File: config.mk
export PLATFORM = sky130hd
export DESIGN_NAME = core2wb_pipe
export DESIGN_NICKNAME = d
export VERILOG_FILES = /design/src/rtl/core2wb_pkg.sv /design/src/rtl/wb_watchdog.sv /design/src/rtl/core2wb_pipe.sv
export SDC_FILE = /design/constraint.sdc
export NUM_CORES = 1
export LEC_CHECK = 0
export BUFFER_PORTS_ARGS = -buffer_cell sky130_fd_sc_hd__buf_4
export CAP_MARGIN = 20
export CORE_AREA = 2 2 82 84
export DETAILED_ROUTE_END_ITERATION = 6
export DIE_AREA = 0 0 84 86
export HOLD_SLACK_MARGIN = 0.08
export PLACE_DENSITY = 0.57
export SETUP_SLACK_MARGIN = 0.1
export SKIP_LAST_GASP = 1
export SLEW_MARGIN = 20
export SYNTH_ARGS = -nofsm -noshare
export SYNTH_HDL_FRONTEND = slang
export SYNTH_SLANG_ARGS = --single-unit
File: constraint.sdc
create_clock -name clk -period 1.8 [get_ports clk]
set_input_delay 0 -clock clk [delete_from_list [all_inputs] [get_ports clk]]
set_output_delay 0 -clock clk [all_outputs]
set_load 0.05 [all_outputs]
File: src/rtl/core2wb_pkg.sv
// Shared types and helpers for the Ibex-to-pipelined-Wishbone bridge.
// Holds the bridge FSM encoding and the outstanding-counter width rule.
package core2wb_pkg;

    typedef enum logic [1:0] {
        IDLE  = 2'd0,
        BUSY  = 2'd1,
        ABORT = 2'd2
    } state_t;

    // Bits needed to count 0..max inclusive.
    function automatic int cnt_width(input int max);
        return (max < 1) ? 1 : $clog2(max + 1);
    endfunction

endpackage

File: src/rtl/wb_watchdog.sv
// Bus-cycle watchdog: flags a stalled burst after TIMEOUT response-free cycles.
// With TIMEOUT = 0 the block collapses to a constant, never-expiring output.
module wb_watchdog #(
    parameter int TIMEOUT = 0
) (
    input  logic clk,
    input  logic rst,
    input  logic clear,
    input  logic active,
    output logic expired
);

    generate
        if (TIMEOUT == 0) begin : g_off
            logic unused_ok;
            assign unused_ok = ^{clk, rst, clear, active};
            assign expired   = 1'b0;
        end else begin : g_on
            localparam int W = $clog2(TIMEOUT + 1);
            localparam logic [W-1:0] LAST = W'(TIMEOUT - 1);

            logic [W-1:0] count;

            // NOTE: sequential state uses non-blocking assignments so every register samples pre-edge values.
            always_ff @(posedge clk) begin
                if (rst) begin
                    count <= '0;
                end else if (clear) begin
                    count <= '0;
                end else if (active) begin
                    count <= count + 1'b1;
                end
            end

            // A response in the expiry cycle rescues the burst.
            assign expired = active & ~clear & (count == LAST);
        end
    endgenerate

endmodule

File: src/rtl/core2wb_pipe.sv
// Ibex memory interface to pipelined Wishbone B4 master with up to
// MAX_OUTSTANDING in-flight transfers and an optional abort watchdog.
module core2wb_pipe
    import core2wb_pkg::*;
#(
    parameter int AW              = 32,
    parameter int DW              = 32,
    parameter int MAX_OUTSTANDING = 2,
    parameter int TIMEOUT         = 0
) (
    input  logic            clk,
    input  logic            rst,

    input  logic            core_req,
    output logic            core_gnt,
    output logic            core_rvalid,
    output logic            core_err,
    input  logic [AW-1:0]   core_addr,
    input  logic            core_we,
    input  logic [DW/8-1:0] core_be,
    input  logic [DW-1:0]   core_wdata,
    output logic [DW-1:0]   core_rdata,

    output logic            wb_cyc,
    output logic            wb_stb,
    output logic [AW-1:0]   wb_adr,
    output logic [DW-1:0]   wb_dat_o,
    output logic            wb_we,
    output logic [DW/8-1:0] wb_sel,
    input  logic            wb_stall,
    input  logic            wb_ack,
    input  logic            wb_err,
    input  logic [DW-1:0]   wb_dat_i
);

    localparam int CW = cnt_width(MAX_OUTSTANDING);
    localparam logic [CW-1:0] CNT_MAX = CW'(MAX_OUTSTANDING);

    state_t        state, state_next;
    logic [CW-1:0] cnt, cnt_next;

    logic full;
    logic pending;
    logic in_abort;
    logic stb;
    logic gnt;
    logic resp;
    logic wd_clear;
    logic wd_active;
    logic wd_expired;

    assign full     = (cnt == CNT_MAX);
    assign pending  = (cnt != '0);
    assign in_abort = (state == ABORT);

    // Reset gating keeps the bus quiet even before the first clock edge.
    assign stb  = ~rst & core_req & ~full & ~in_abort;
    assign gnt  = stb & ~wb_stall;
    assign resp = ~rst & (wb_ack | wb_err) & pending & (state == BUSY);

    assign wb_adr   = core_addr;
    assign wb_dat_o = core_wdata;
    assign wb_we    = core_we;
    assign wb_sel   = core_be;
    assign wb_stb   = stb;
    assign core_gnt = gnt;
    assign wb_cyc   = ~rst & ~in_abort & (stb | pending);

    // In ABORT every remaining slot is retired as a synthetic error.
    assign core_rvalid = ~rst & (in_abort ? pending : resp);
    assign core_err    = ~rst & (in_abort ? pending : (resp & wb_err));
    assign core_rdata  = in_abort ? '0 : wb_dat_i;

    assign wd_clear  = ~pending | resp;
    assign wd_active = pending & (state == BUSY);

    wb_watchdog #(
        .TIMEOUT (TIMEOUT)
    ) u_watchdog (
        .clk     (clk),
        .rst     (rst),
        .clear   (wd_clear),
        .active  (wd_active),
        .expired (wd_expired)
    );

    // NOTE: defaults first so no path leaves a signal unassigned and no latch is inferred.
    always_comb begin
        cnt_next   = cnt;
        state_next = state;

        if (in_abort) begin
            cnt_next = cnt - CW'(pending);
        end else begin
            cnt_next = cnt + CW'(gnt) - CW'(resp);
        end

        case (state)
            IDLE: begin
                if (gnt) state_next = BUSY;
            end
            BUSY: begin
                if (wd_expired)          state_next = ABORT;
                else if (cnt_next == '0) state_next = IDLE;
            end
            ABORT: begin
                if (cnt_next == '0) state_next = IDLE;
            end
            default: state_next = IDLE;
        endcase
    end

    always_ff @(posedge clk) begin
        if (rst) begin
            state <= IDLE;
            cnt   <= '0;
        end else begin
            state <= state_next;
            cnt   <= cnt_next;
        end
    end

endmodule

==> results of run 1 <==
==> synth_stat cells (all sizes together) <==
master  number  area, µm²
xor2         1       8.76
dfxtp        3       60.1
nor2         5       18.8
nor3         1       5.00
nand2b       1       6.26
and2         2       12.5
a41oi        1       8.76
a311oi       1       8.76
and3         1       6.26
xnor2        1       8.76
ha           2       25.0
buf        101        758
inv          5       18.8
nor4b        2       23.8
==> cell families after synthesis <==
family	Yosys count	synth area share
compound gates	2	0.0181
buf+inv	106	0.801
flops	3	0.0619
simple gates	12	0.0748
fa+ha+maj	2	0.0258
xor+xnor	2	0.0181
==> per-stage QoR <==
step / area [µm²] / utilization / cells / setup slack [ns] / TNS, ns
after floorplan: 983 / - / 127 / 0.0286 / 0
after global placement: 412 / 0.0656 / 115 / 0.0656 / 0
after detailed placement: 412 / 0.0656 / 115 / -0.0319 / -0.0319
==> run metrics, run 1 <==
status=did not finish; Stopped at=clock tree synthesis (4_1_cts); Error=[ERROR RSZ-0060] Max buffer count reached.; Seq/Total Area, Yosys=0.0619; Clock Sinks=3; clock tree root driver cell=clkbuf_8; #FFs+latches synth=3; Num CTS Buffers=3; Die Wd=84 µm; Initial Util=0.154; htree depth=1; Synthesis Warnings=0; Post-CTS Setup Bufs=1; Mapped Cells=127; buffer depth of the longest clock path=2; Placer Congestion=0.689; port bufs=10; hold_buf cts=101; cell row count=29; I/O pin count=213; Yosys cell types=15; dpl hpwl=1.31 mm; number of instances resized during post-cts repair=4; Die Ht=86 µm; syn nets=236; Mapped Avg Cell Area=7.64 µm²; Post-Syn Area=970 µm²
==> run 2: changes to the inputs <==
Settings changed: HOLD_SLACK_MARGIN 0.08 to not set, PLACE_DENSITY 0.57 to not set, PLACE_DENSITY_LB_ADDON set to 0.15, SETUP_SLACK_MARGIN 0.1 to not set.
Clock period 1.8 ns to 2.3 ns, I/O delays scaled along.
==> run metrics, run 2 <==
TritonCTS clock tree=built; Worst Path Buf+Inv=1; Die ar.=0.00722 mm²; CP Cell Sequence=nor2_1 > nor4b_2 > ha_1 > inv_1 > ha_1 > xor2_1 > xnor2_1 > a311oi_1; buffer depth of the longest clock path=2; filler instances=741; Die Ht=86 µm; first-pass GRT wire length=1.86 mm; Post-Syn Area=970 µm²; htree depth=1; I/O pin count=213; status=finished clean; total core area=0.00628 mm²; Seq/Total Area, Yosys=0.0619; clock tree root driver cell=clkbuf_8; DRT Wirelength=1.37 mm; RSZ-0062 raised after global routing=no; Placer Congestion=0.600; post-route DRC violation count=0; Post-CTS Setup Bufs=0; Die Wd=84 µm; worst IR drop on VDD=0.151 mV; syn nets=236; Sw Pwr=0.0606 mW; Mapped Avg Cell Area=7.64 µm²; DR pass1 iterations=4; Worst EP required=2.42 ns; CP Data Arrival Time=1.95 ns; Pint=0.190 mW; Largest regs=cnt (2), state (1); Crit. End Element=flip-flop; fin crit period=1.84 ns; remaining antenna violation count=0; cell row count=29; clock power share=0.602; total track usage=0.0331; Main synth FF type=dfxtp_1; Num CTS Buffers=3; fmax=0.545 GHz; most numerous cell in the Yosys netlist=buf_4; Fin Setup TNS=0 ns; hold_buf cts=0; ANT cells=0; skew final=0.000558 ns; slew at the pin closest to its max-slew limit=0.256 ns; slowest CP cell=dfxtp_1; Yosys cell types=15; vias in the first global route=340; area leader, netlist=buf_4; Max stage delay on crit path=0.38 ns; worst reg2reg setup slack=0.46 ns; Mapped Cells=127; most prevalent standard cell on the critical path=ha_1; Power, Total=0.250 mW; Final Hold Vio Count=0; vias=331; largest net degree at the start of global routing=8; WL/cell=11.7 µm; commonest non-fill, non-tap cell in the layout=buf_4; initial antenna violation count=0; hold crit path type=primary input to output pin; Crit Path Class=flip-flop to flip-flop; dpl hpwl=1.16 mm; number of setup violations in the final report=0; Nets=150; Slew HR=0.827; delay-heaviest family, CP=adder cells; async set or reset register ratio after synthesis=0; Net Sw Frac=0.242; Initial Util=0.154; Congestion Overflow GR=0; Vias/cell=2.83; Clock Latency Late Sink=0.21 ns; port bufs=10; Reg clk slew, reported paths=0.03 ns; Post-synth EDFFs=0; top post-synthesis cells by area=buf_4 78%, dfxtp_1 6.2%, ha_1 2.6%; Initial DRC Count=5; maximum capacitance violations=0; Biggest register=cnt; Synthesis Warnings=0; Pins Over Slew Limit=0; Flop pwr share=0.230; synth cell count leaders=101 x buf_4, 5 x inv_1, 5 x nor2_1; pwr dens=585 mW/mm²; P&R area growth vs syn=-55.9%; #FFs+latches synth=3; layout cells sized above 1=0.350; Worst Path Max Fanout=4; Gate power share=0.168; most frequent cells in the layout=10 x buf_4, 5 x inv_1, 5 x nor2_1; Clock Sinks=3; final worst-path cycle share=0.798; max reg flops=2; number of instances resized during post-cts repair=0; Pleak=0.174 nW; critical path startpoint category=flip-flop; post-synth top area share=0.782
run 2: cell counts after synthesis:
No cell type changed its count.
run 2: stage by stage:
step / cell area (µm²) / hold WS (ns) / setup WS (ns) / cells / utilization
CTS: 428 / 0.000341 / 0.422 / 117 / 0.0682
global placement: 383 / 0.000341 / 0.517 / 113 / 0.0610
floorplan: 970 / 0.0721 / 0.0218 / 127 / -
finish: 428 / 0.0000140 / 0.465 / 117 / 0.0682
global route: 428 / 0.0000718 / 0.271 / 117 / 0.0682
detailed placement: 383 / 0.000341 / 0.416 / 113 / 0.0610
run 2: final cells by class:
| class | count | area [µm²] | area share |
|---|---|---|---|
| Clock buffer | 4 | 45.0 | 0.105 |
| Inverter | 5 | 18.8 | 0.0439 |
| Sequential cell | 3 | 60.1 | 0.140 |
| Timing Repair Buffer | 10 | 75.1 | 0.175 |
| Tap cell | 77 | 96.3 | 0.225 |
| Multi-Input combinational cell | 18 | 133 | 0.310 |
run 2: logic make-up (layout without fill, tap and decap cells):
kind of cell	after synthesis	in the layout	synth area share
compound gates	2	2	0.0181
flops	3	3	0.0619
fa+ha+maj	2	2	0.0258
buf+inv	106	19	0.801
simple gates	12	12	0.0748
xor+xnor	2	2	0.0181
run 2: path summary, 6_finish.rpt:
kind	startpoint	end	cells past startpoint
hold reg to reg	state[0]	state[0]	1
hold / removal	wb_dat_i[31]	core_rdata[31]	0
setup reg to reg	cnt[1]	state[0]	8
setup / recovery	cnt[1]	state[0]	8
run 2: layer usage:
metal  vias to the layer above  wire [µm]  part of all wire  track usage
met5                         -          0                 0            0
met4                         0        208              0.15       0.0630
met3                        42        287              0.21       0.0298
met2                        48        555              0.41       0.0415
met1                       125        315              0.23       0.0195
li1                        116          -                 -            -
run 2: power by group through the flow:
stage	Sequential, mW	Combinational [mW]	Clock, mW
finish	0.0576	0.0420	0.151
global route	0.0582	0.0460	0.160
CTS	0.0576	0.0431	0.155
detailed placement	0.0584	0.0427	0
global placement	0.0586	0.0443	0
floorplan	0.0577	0.499	0
(Power assumes the default switching activity.)
==> run 3: changes to the inputs <==
Clock period 2.3 ns to 1.87 ns, I/O delays scaled along.
==> run metrics, run 3 (same netlist as run 2, synthesis figures left out) <==
Largest regs=cnt (2), state (1); Die Wd=84 µm; clock tree root driver cell=clkbuf_8; Crit. End Element=flip-flop; Initial DRC Count=11; worst reg2reg setup slack=0.10 ns; TritonCTS clock tree=built; fin crit period=1.77 ns; number of setup violations in the final report=0; Clock Latency Late Sink=0.22 ns; slew at the pin closest to its max-slew limit=0.295 ns; Reg clk slew, reported paths=0.03 ns; WL/cell=12.6 µm; fmax=0.566 GHz; DRT Wirelength=1.49 mm; vias=367; commonest non-fill, non-tap cell in the layout=buf_4; ANT cells=0; filler instances=732; Final Hold Vio Count=0; Placer Congestion=0.621; Pleak=0.185 nW; buffer depth of the longest clock path=2; Die Ht=86 µm; skew final=0.00353 ns; status=finished clean; Worst Path Max Fanout=4; fin area=468 µm²; Vias/cell=3.11; final worst-path cycle share=0.945; Post-CTS Setup Bufs=0; sequential cell area=65.1 µm²; critical path startpoint category=flip-flop; layout cells sized above 1=0.537; htree depth=1; cell row count=29; CP Data Arrival Time=1.90 ns; first-pass GRT wire length=1.90 mm; DR pass1 iterations=4; maximum capacitance violations=0; worst IR drop on VDD=0.124 mV; remaining antenna violation count=0; I/O pin count=213; hold crit path type=primary input to output pin; most frequent cells in the layout=11 x buf_4, 5 x inv_1, 4 x nor2_1; post-route DRC violation count=0; Slew HR=0.803; Pins Over Slew Limit=0; max reg flops=2; port bufs=10; P&R area growth vs syn=-51.7%; Power, Total=0.319 mW; vias in the first global route=364; total track usage=0.0357; Worst EP required=2.00 ns; Placed Area=399 µm²; Clock Sinks=3; Initial Util=0.154; Nets=151; Fin Setup TNS=0 ns; Crit Path Class=flip-flop to flip-flop; largest net degree at the start of global routing=8; initial antenna violation count=0; Num CTS Buffers=3; pwr dens=681 mW/mm²; Die ar.=0.00722 mm²; RSZ-0062 raised after global routing=yes; Congestion Overflow GR=0; multi-input logic area=160 µm²; dpl hpwl=1.21 mm; total core area=0.00628 mm²; Biggest register=cnt
run 3: worst paths after layout:
kind	endpoint	start	cells after the start
min reg2reg	cnt[1]	cnt[1]	2
max reg2reg	state[0]	cnt[1]	8
max	state[0]	cnt[1]	8
min	core_rdata[13]	wb_dat_i[13]	0
run 3: timing repair:
item	4_1_cts	5_1_grt
endpoints found under the setup margin	0	1
hold buffers	0	0
gates resized for setup	0	7
run 3: critical path: stages, from the launching register on:
cell      delay (ns)
dfxtp_4         0.36
nor2_4          0.05
nor4b_4         0.28
ha_1            0.27
inv_1           0.06
ha_2            0.17
xor2_1          0.18
xnor2_1         0.12
a311oi_1        0.20
run 3: area by class of cell:
class	instances	area share
multi-input cells	18	0.342
flip-flops and latches	3	0.139
repair buffers	11	0.176
well taps	77	0.206
clock buffers	4	0.0963
inverters	5	0.0401
run 3: power by group:
group          switching (mW)  total, mW  internal, mW
Clock                  0.0428      0.188         0.145
Combinational          0.0346     0.0596        0.0251
Sequential            0.00356     0.0707        0.0671
run 3: metal layers:
metal  GRT usage  wire, µm  vias to the layer above
met5           0         0                        -
met4      0.0630       185                        0
met3      0.0491       402                       42
met2      0.0465       686                       60
met1      0.0115       211                      148
li1            -         -                      117
run 3: through the flow:
stage / hold slack, ns / setup slack, ns / std cells / util
after CTS: 0.000341 / 0.0140 / 118 / 0.0708
after detailed placement: 0.000341 / 0.0351 / 114 / 0.0636
final: 0.0000140 / 0.103 / 118 / 0.0745
after floorplan: 0.0721 / -0.0834 / 127 / -
after global routing: 0.0000718 / -0.0178 / 118 / 0.0745
after global placement: 0.000341 / 0.0504 / 114 / 0.0636
